==> config.mk <==
export PLATFORM = sky130hd
export DESIGN_NAME = sound_sequencer
export DESIGN_NICKNAME = d
export VERILOG_FILES = /design/src/rtl/sound_sequencer.sv
export SDC_FILE = /design/constraint.sdc
export NUM_CORES = 1
export LEC_CHECK = 0
export ABC_AREA = 1
export BUFFER_PORTS_ARGS = -buffer_cell sky130_fd_sc_hd__buf_4
export CAP_MARGIN = 5
export CELL_PAD_IN_SITES_DETAIL_PLACEMENT = 1
export CELL_PAD_IN_SITES_GLOBAL_PLACEMENT = 2
export CORE_MARGIN = 5
export CORE_UTILIZATION = 29
export CTS_CLUSTER_SIZE = 10
export DETAILED_ROUTE_END_ITERATION = 16
export HOLD_SLACK_MARGIN = 0.03
export PLACE_DENSITY = 0.73
export SETUP_SLACK_MARGIN = 0.02
export SYNTH_ARGS = -nofsm -noshare
export SYNTH_HDL_FRONTEND = slang
export SYNTH_SLANG_ARGS = --single-unit
==> constraint.sdc <==
create_clock -name clk -period 2.2 [get_ports clk]
set_input_delay 0 -clock clk [delete_from_list [all_inputs] [get_ports clk]]
set_output_delay 0 -clock clk [all_outputs]
set_load 0.005 [all_outputs]
==> src/rtl/sound_sequencer.sv <==
// Sound-effect sequencer: arbitrates eat/start/die requests and steps through a
// fixed note table, driving the tone oscillator note by note on tick strobes.
module sound_sequencer #(
    parameter int NOTE_TICKS = 4,
    parameter int GAP_TICKS  = 2,
    parameter int CNT_W      = 8
) (
    input  logic       clk,
    input  logic       nRst,
    input  logic       tick,
    input  logic       req_eat,
    input  logic       req_start,
    input  logic       req_die,
    input  logic       mute,
    output logic [8:0] freq,
    output logic       osc_on,
    output logic       play_sound,
    output logic       busy,
    output logic [1:0] cur_snd,
    output logic       done
);

    typedef enum logic [1:0] {S_IDLE, S_NOTE, S_GAP} state_t;

    localparam logic [8:0]       F_IDLE    = 9'd262;
    localparam logic [CNT_W-1:0] NOTE_LAST = CNT_W'(NOTE_TICKS - 1);
    localparam logic [CNT_W-1:0] GAP_LAST  = CNT_W'((GAP_TICKS > 0) ? GAP_TICKS - 1 : 0);
    localparam logic [1:0]       SND_EAT   = 2'd1;
    localparam logic [1:0]       SND_START = 2'd2;
    localparam logic [1:0]       SND_DIE   = 2'd3;

    // Unused table slots fall back to 262 so freq can never be 0.
    function automatic logic [8:0] note_freq(input logic [1:0] snd, input logic [1:0] idx);
        case ({snd, idx})
            4'b01_00: note_freq = 9'd262;
            4'b01_01: note_freq = 9'd392;
            4'b10_00: note_freq = 9'd262;
            4'b10_01: note_freq = 9'd330;
            4'b10_10: note_freq = 9'd392;
            4'b11_00: note_freq = 9'd392;
            4'b11_01: note_freq = 9'd330;
            4'b11_10: note_freq = 9'd262;
            4'b11_11: note_freq = 9'd196;
            default:  note_freq = 9'd262;
        endcase
    endfunction

    function automatic logic [1:0] last_idx(input logic [1:0] snd);
        case (snd)
            SND_EAT:   last_idx = 2'd1;
            SND_START: last_idx = 2'd2;
            SND_DIE:   last_idx = 2'd3;
            default:   last_idx = 2'd0;
        endcase
    endfunction

    state_t           state_q, state_d;
    logic [1:0]       idx_q, idx_d;
    logic [CNT_W-1:0] cnt_q, cnt_d;
    logic [1:0]       snd_q, snd_d;
    logic [8:0]       freq_q, freq_d;
    logic             osc_on_q, osc_on_d;
    logic             play_q, play_d;
    logic             busy_q, busy_d;
    logic             done_q, done_d;
    logic             end_note;
    logic             preempt;

    always_comb begin
        state_d  = state_q;
        idx_d    = idx_q;
        cnt_d    = cnt_q;
        snd_d    = snd_q;
        done_d   = 1'b0;
        end_note = 1'b0;
        preempt  = req_die && (snd_q != SND_DIE);

        case (state_q)
            S_IDLE: begin
                if (req_die || req_start || req_eat) begin
                    state_d = S_NOTE;
                    idx_d   = 2'd0;
                    cnt_d   = '0;
                    snd_d   = req_die ? SND_DIE : (req_start ? SND_START : SND_EAT);
                end
            end
            S_NOTE: begin
                if (preempt) begin
                    state_d = S_NOTE;
                    idx_d   = 2'd0;
                    cnt_d   = '0;
                    snd_d   = SND_DIE;
                end else if (tick) begin
                    if (cnt_q == NOTE_LAST) begin
                        cnt_d = '0;
                        if (GAP_TICKS == 0) begin
                            end_note = 1'b1;
                        end else begin
                            state_d = S_GAP;
                        end
                    end else begin
                        cnt_d = cnt_q + 1'b1;
                    end
                end
            end
            S_GAP: begin
                if (preempt) begin
                    state_d = S_NOTE;
                    idx_d   = 2'd0;
                    cnt_d   = '0;
                    snd_d   = SND_DIE;
                end else if (tick) begin
                    if (cnt_q == GAP_LAST) begin
                        cnt_d    = '0;
                        end_note = 1'b1;
                    end else begin
                        cnt_d = cnt_q + 1'b1;
                    end
                end
            end
            default: state_d = S_IDLE;
        endcase

        // End of a note's gap: either advance to the next note or finish the effect.
        if (end_note) begin
            if (idx_q == last_idx(snd_q)) begin
                state_d = S_IDLE;
                idx_d   = 2'd0;
                snd_d   = 2'd0;
                done_d  = 1'b1;
            end else begin
                state_d = S_NOTE;
                idx_d   = idx_q + 1'b1;
            end
        end

        // Outputs are registered, so they are derived from the next state.
        case (state_d)
            S_IDLE:  freq_d = F_IDLE;
            S_NOTE:  freq_d = note_freq(snd_d, idx_d);
            default: freq_d = freq_q;
        endcase
        osc_on_d = (state_d == S_NOTE);
        play_d   = (state_d == S_NOTE) && !mute;
        busy_d   = (state_d != S_IDLE);
    end

    always_ff @(posedge clk or negedge nRst) begin
        if (!nRst) begin
            state_q  <= S_IDLE;
            idx_q    <= 2'd0;
            cnt_q    <= '0;
            snd_q    <= 2'd0;
            freq_q   <= F_IDLE;
            osc_on_q <= 1'b0;
            play_q   <= 1'b0;
            busy_q   <= 1'b0;
            done_q   <= 1'b0;
        end else begin
            state_q  <= state_d;
            idx_q    <= idx_d;
            cnt_q    <= cnt_d;
            snd_q    <= snd_d;
            freq_q   <= freq_d;
            osc_on_q <= osc_on_d;
            play_q   <= play_d;
            busy_q   <= busy_d;
            done_q   <= done_d;
        end
    end

    assign freq       = freq_q;
    assign osc_on     = osc_on_q;
    assign play_sound = play_q;
    assign busy       = busy_q;
    assign cur_snd    = snd_q;
    assign done       = done_q;

endmodule

* Word-level counts from Yosys, hierarchy flattened *
Memories as Yosys holds them, arrays and structs flattened.
Index checks and enable logic that the tools add are counted.

word-level totals
  register bits after elaboration = 27
  bits in read-only memories = 96
  memories = 1

operators by class
  add/sub/neg operators = 2
  equality and inequality tests = 13
  mux-type cells = 37
  reduce and logical (&&, ||, !) cells = 12

memory list
  memory            depth  width  rd ports  clocked after Yosys merged registers in  write ports  RTL line  text
  (name not given)  16     6      1         0                                        0            34        case ({snd, idx})

operators by type and width
  kind                 count
  $mux 8               7
  $mux 2               17
  $pmux 8 s3           1
  $pmux 9 s2           1
  $pmux 2 s3           2
  $add 8x1->8 const B  1
  $eq 8x1->1 const B   1
  $eq 8x2->1 const B   1
  $pmux 2 s2           2
  $mux 1               7
  $eq 2x1->1 const B   3
  $eq 2x2->1 const B   3
  $ne 3x3->1 const B   2
  $logic_not 2->1      2
  $ne 2x2->1 const B   2
  $reduce_and 4->1     1
  $reduce_bool 2->1    2
  $reduce_bool 3->1    1
  $add 2x1->2 const B  1
  $eq 2x2->1           1
  $logic_and 1x1->1    2
  $logic_or 1x1->1     2
  $reduce_or 2->1      1
  $logic_not 1->1      1

* Depth between registers and ports, before layout *
  depth after elaboration = 11
  gate-level depth with buffers = 15

* Least setup slack after synthesis *
No wires, ideal clock.

  path kind = register -> register
  start point = reg state_q[0]
  end point = reg freq_q[1] (netlist: freq[1])
  setup time = 75 ps
  arrival = 2074 ps
  data required time = 2125 ps
  slack = 51 ps
  stages on the path, launching flop included = 15
  period minus slack after synthesis = 2149 ps
  cell sequence = dfrtp_1 -> inv_1 -> ha_1 -> nand2_1 -> a21oi_2 -> nand2_2 -> o21ai_1 -> inv_1 -> ha_1 -> nand4_1 -> nand2_1 -> nand2_1 -> nand2_1 -> nor2_1 -> nor2_1

RTL lines
  element                                   RTL line  text
  from (decl)                               57        state_t state_q, state_d;
  from (signal assigned)                    160       state_q <= state_d;
  $eq 2x2->1 or $eq 2x1->1 (tied branches)  78        case (state_q)
  $reduce_or 2->1 (no line)                 n/a
  $pmux 2 s2                                78
  $mux 2 *                                  125       if (end_note) begin
  via idx_d[0]                              58        logic [1:0] idx_q, idx_d;
  $mem_v2 16x6 *                            n/a
  $pmux 9 s2 *                              138       case (state_d)
  to (signal assigned)                      164       freq_q <= freq_d;
  to (decl)                                 61        logic [8:0] freq_q, freq_d;

Mark *: on every way through the listed nets, which the timed path passes. The rest lies on a longest branch. The select of a mux whose other input is x is not followed.
A chain may end at the register's enable or synchronous reset.

* Final worst setup path *
  start point = reg state_q[0]
  end point = reg freq_q[7] (netlist: freq[7])

The elaborated chain is that of the path after synthesis.

==> results by group <==
Outcome
  • Run status: finished clean

Die
  • Die area: 7133 um^2
  • Die Height: 84.46 um
  • Row count: 27
  • Num ports: 22
  • Starting Density: 0.2956
  • CORE AREA: 5439 um^2
  • Die X: 84.46 um

CTS
  • Root Buffer: clkbuf_8
  • CTS buffer count: 3
  • Longest Clk Path Bufs: 2
  • Clk sinks: 24
  • Worst-Skew Late Latency: 270 ps
  • CTS tree: built
  • Reg clk slew, reported paths: 90 ps
  • H-Tree Depth: 1

Setup path
  • WP data required: 2370 ps
  • RR Startpoint: state_q[0]$_DFF_PN0_
  • Kind of critical path: register to register
  • CP arrival: 2230 ps
  • Crit path from: state_q[0]$_DFF_PN0_
  • Crit Path Max Fanout: 4
  • Critical Path Sink Type: register
  • CP startpoint kind: register

STA
  • Slew Limit Fails: 0
  • Final Hold Fails: 0
  • Fmax: 486.7 MHz
  • Fin crit period: 2055 ps
  • Fin crit share: 0.9339
  • Final worst slack: 145.3 ps
  • Setup_tns: 0 ps
  • Finish-stage setup viols: 0
  • WHS: 118.2 ps
  • Fin Clk Skew: 4.924 ps

Logic synthesis
  • Flops & latches, synth: 24
  • Count of different cell masters after synthesis: 32
  • Ys Warns: 0
  • Ys flop type: dfrtp_1
  • Post-synthesis sequential area ratio: 0.3759
  • Number of enable flip-flop cells after synthesis: 0
  • Average size of a mapped cell: 7.443 um^2
  • Syn Inst Count: 216
  • Async S/R FF share, synth: 1.000
  • Syn Std Cell Area: 1608 um^2

Cells and area
  • Most common cell after layout, fill and taps aside: nand2_1
  • Layout cells sized above 1: 0.2937
  • Nets: 271
  • Antenna Cells: 0
  • Syn-to-layout area delta: 27.31%
  • Commonest non-fill, non-tap cells in the layout: 60 x nand2_1, 31 x buf_4, 22 x inv_1

Power and ir drop
  • Clock power share: 0.179
  • Max VDD drop: 0.4707 mV
  • Psw: 945.1 uW
  • Seq pwr share: 0.289
  • Pwr Total: 2.231 mW
  • P_leak: 1.035 nW
  • Cell Int Power: 1.286 mW
  • Pwr per Cell Area: 1090 nW/um^2
  • Sw Share: 0.4236
  • Comb pwr share: 0.532

Drt
  • Drt drc: 0
  • Avg WL per Cell: 12.61 um
  • DR vias/cell: 4.506
  • Drt pass-1 iters: 4
  • Antenna violation net count after detailed routing: 0
  • DRT iter0 DRCs: 14
  • Final WL: 4.086 mm
  • DR vias: 1460

GRT
  • Vias in the first global route: 1499
  • First-pass GRT wire length: 6.948 mm
  • Initial antenna violation count: 0
  • Overflow left after global routing: 0
  • Global-route usage over all layers: 0.1186
  • Largest net degree at the start of global routing: 25

Placement
  • Dpl hpwl: 3.246 mm
  • DP Worst Slack: 41.22 ps
  • GPL Wtd Cong: 0.7868
  • PortBufs: 18

Hold path
  • Worst min path class: input pin to register
  • Hold Startpoint: tick

Run
  • Max cap viols: 0
-- registers in the layout, summed over array words and instances, names as in the netlist --
register    flops
cnt_q           8
freq            6
cur_snd         2
idx_q           2
state_q         2
busy            1
done            1
osc_on          1
play_sound      1
-- cells in the mapped netlist (2+ instances only) --
cell type | number | area [um^2]
a21oi_2 | 2 | 17.52
nor3_1 | 2 | 10.01
nor2_2 | 4 | 25.02
nor2_4 | 2 | 22.52
inv_1 | 27 | 101.4
buf_4 | 3 | 22.52
o21ai_1 | 2 | 10.01
o22ai_1 | 3 | 18.77
nand3_1 | 16 | 80.08
nand4_1 | 5 | 31.28
ha_1 | 11 | 137.6
nand2_1 | 61 | 229.0
nand3_2 | 2 | 20.02
nor2_1 | 19 | 71.32
xor2_1 | 2 | 17.52
o21ai_0 | 2 | 10.01
dfrtp_1 | 21 | 525.5
inv_2 | 4 | 15.01
a21oi_1 | 8 | 40.04
nand2_2 | 6 | 37.54
dfstp_2 | 3 | 78.83
-- power by group through the flow --
| stage | registers (mW) | clock network (mW) | logic [mW] |
|---|---|---|---|
| after floorplan | 0.653 | 0 | 0.734 |
| after global placement | 0.648 | 0 | 1.16 |
| after detailed placement | 0.650 | 0 | 1.16 |
| after CTS | 0.643 | 0.415 | 1.17 |
| after global routing | 0.658 | 0.425 | 1.34 |
| final | 0.644 | 0.400 | 1.19 |
-- cell families (layout without fill, tap and decap cells) --
kind of cell / Yosys count / count (layout) / synth area share
flops: 24 / 24 / 0.3759
xor+xnor: 2 / 2 / 0.01090
other cells: 1 / 3 / 0.002332
compound gates: 22 / 22 / 0.08873
fa+ha+maj: 11 / 11 / 0.08560
simple gates: 121 / 121 / 0.3471
buf+inv: 35 / 69 / 0.08949
-- critical path, cell delays in order, from the launching register on --
cell,delay (ps)
dfrtp_1,400
inv_2,90
ha_2,180
nand2_1,90
a21oi_4,190
nand2_2,100
o21ai_2,170
inv_2,80
ha_4,260
nand4_1,110
nand3_1,130
nand2_1,70
nand2_1,50
nand2_1,50
-- metrics by stage --
step / utilization / instance area (um^2) / cells
floorplan: - / 1615 / 218
global placement: 0.3467 / 1886 / 314
detailed placement: 0.3467 / 1886 / 314
CTS: 0.3637 / 1978 / 320
global route: 0.3764 / 2047 / 324
finish: 0.3764 / 2047 / 324
-- path summary, 6_finish.rpt --
kind,endpoint,slack (ps),depth (start not counted)
max,freq[7]$_DFFE_PN0P_,150,13
min,state_q[1]$_DFF_PN0_,120,3
max reg2reg,freq[7]$_DFFE_PN0P_,150,13
min reg2reg,freq[6]$_DFFE_PN0P_,490,2
max in group asynchronous,freq[2]$_DFFE_PN1P_,1750,2
min in group asynchronous,state_q[0]$_DFF_PN0_,160,2
-- final cells by class --
| class | count | area [um^2] |
|---|---|---|
| Timing Repair Buffer | 33 | 252.7 |
| Clock buffer | 3 | 41.29 |
| Inverter | 32 | 121.4 |
| Tap cell | 72 | 90.09 |
| Fill cell | 696 | 3392 |
| Multi-Input combinational cell | 159 | 905.9 |
| Clock inverter | 1 | 30.03 |
| Sequential cell | 24 | 605.6 |
-- per-layer routing --
layer	wire, um	share of wire	track usage	vias to the layer above
li1	-	-	-	753
met5	0	0	0	-
met2	2068	0.51	0.2095	9
met1	1913	0.47	0.1526	693
met4	21	0.0051	0.01727	0
met3	83	0.020	0.02453	5
-- what timing repair did --
action	4_1_cts	5_1_grt
resized for setup	1	12
setup buffers	0	4
gates cloned	0	0
hold endpoints to repair	25	0
hold buffers	2	0
endpoints found under the setup margin	1	4
pin swaps	0	4
Note: power is estimated with default switching activity, not from simulation.
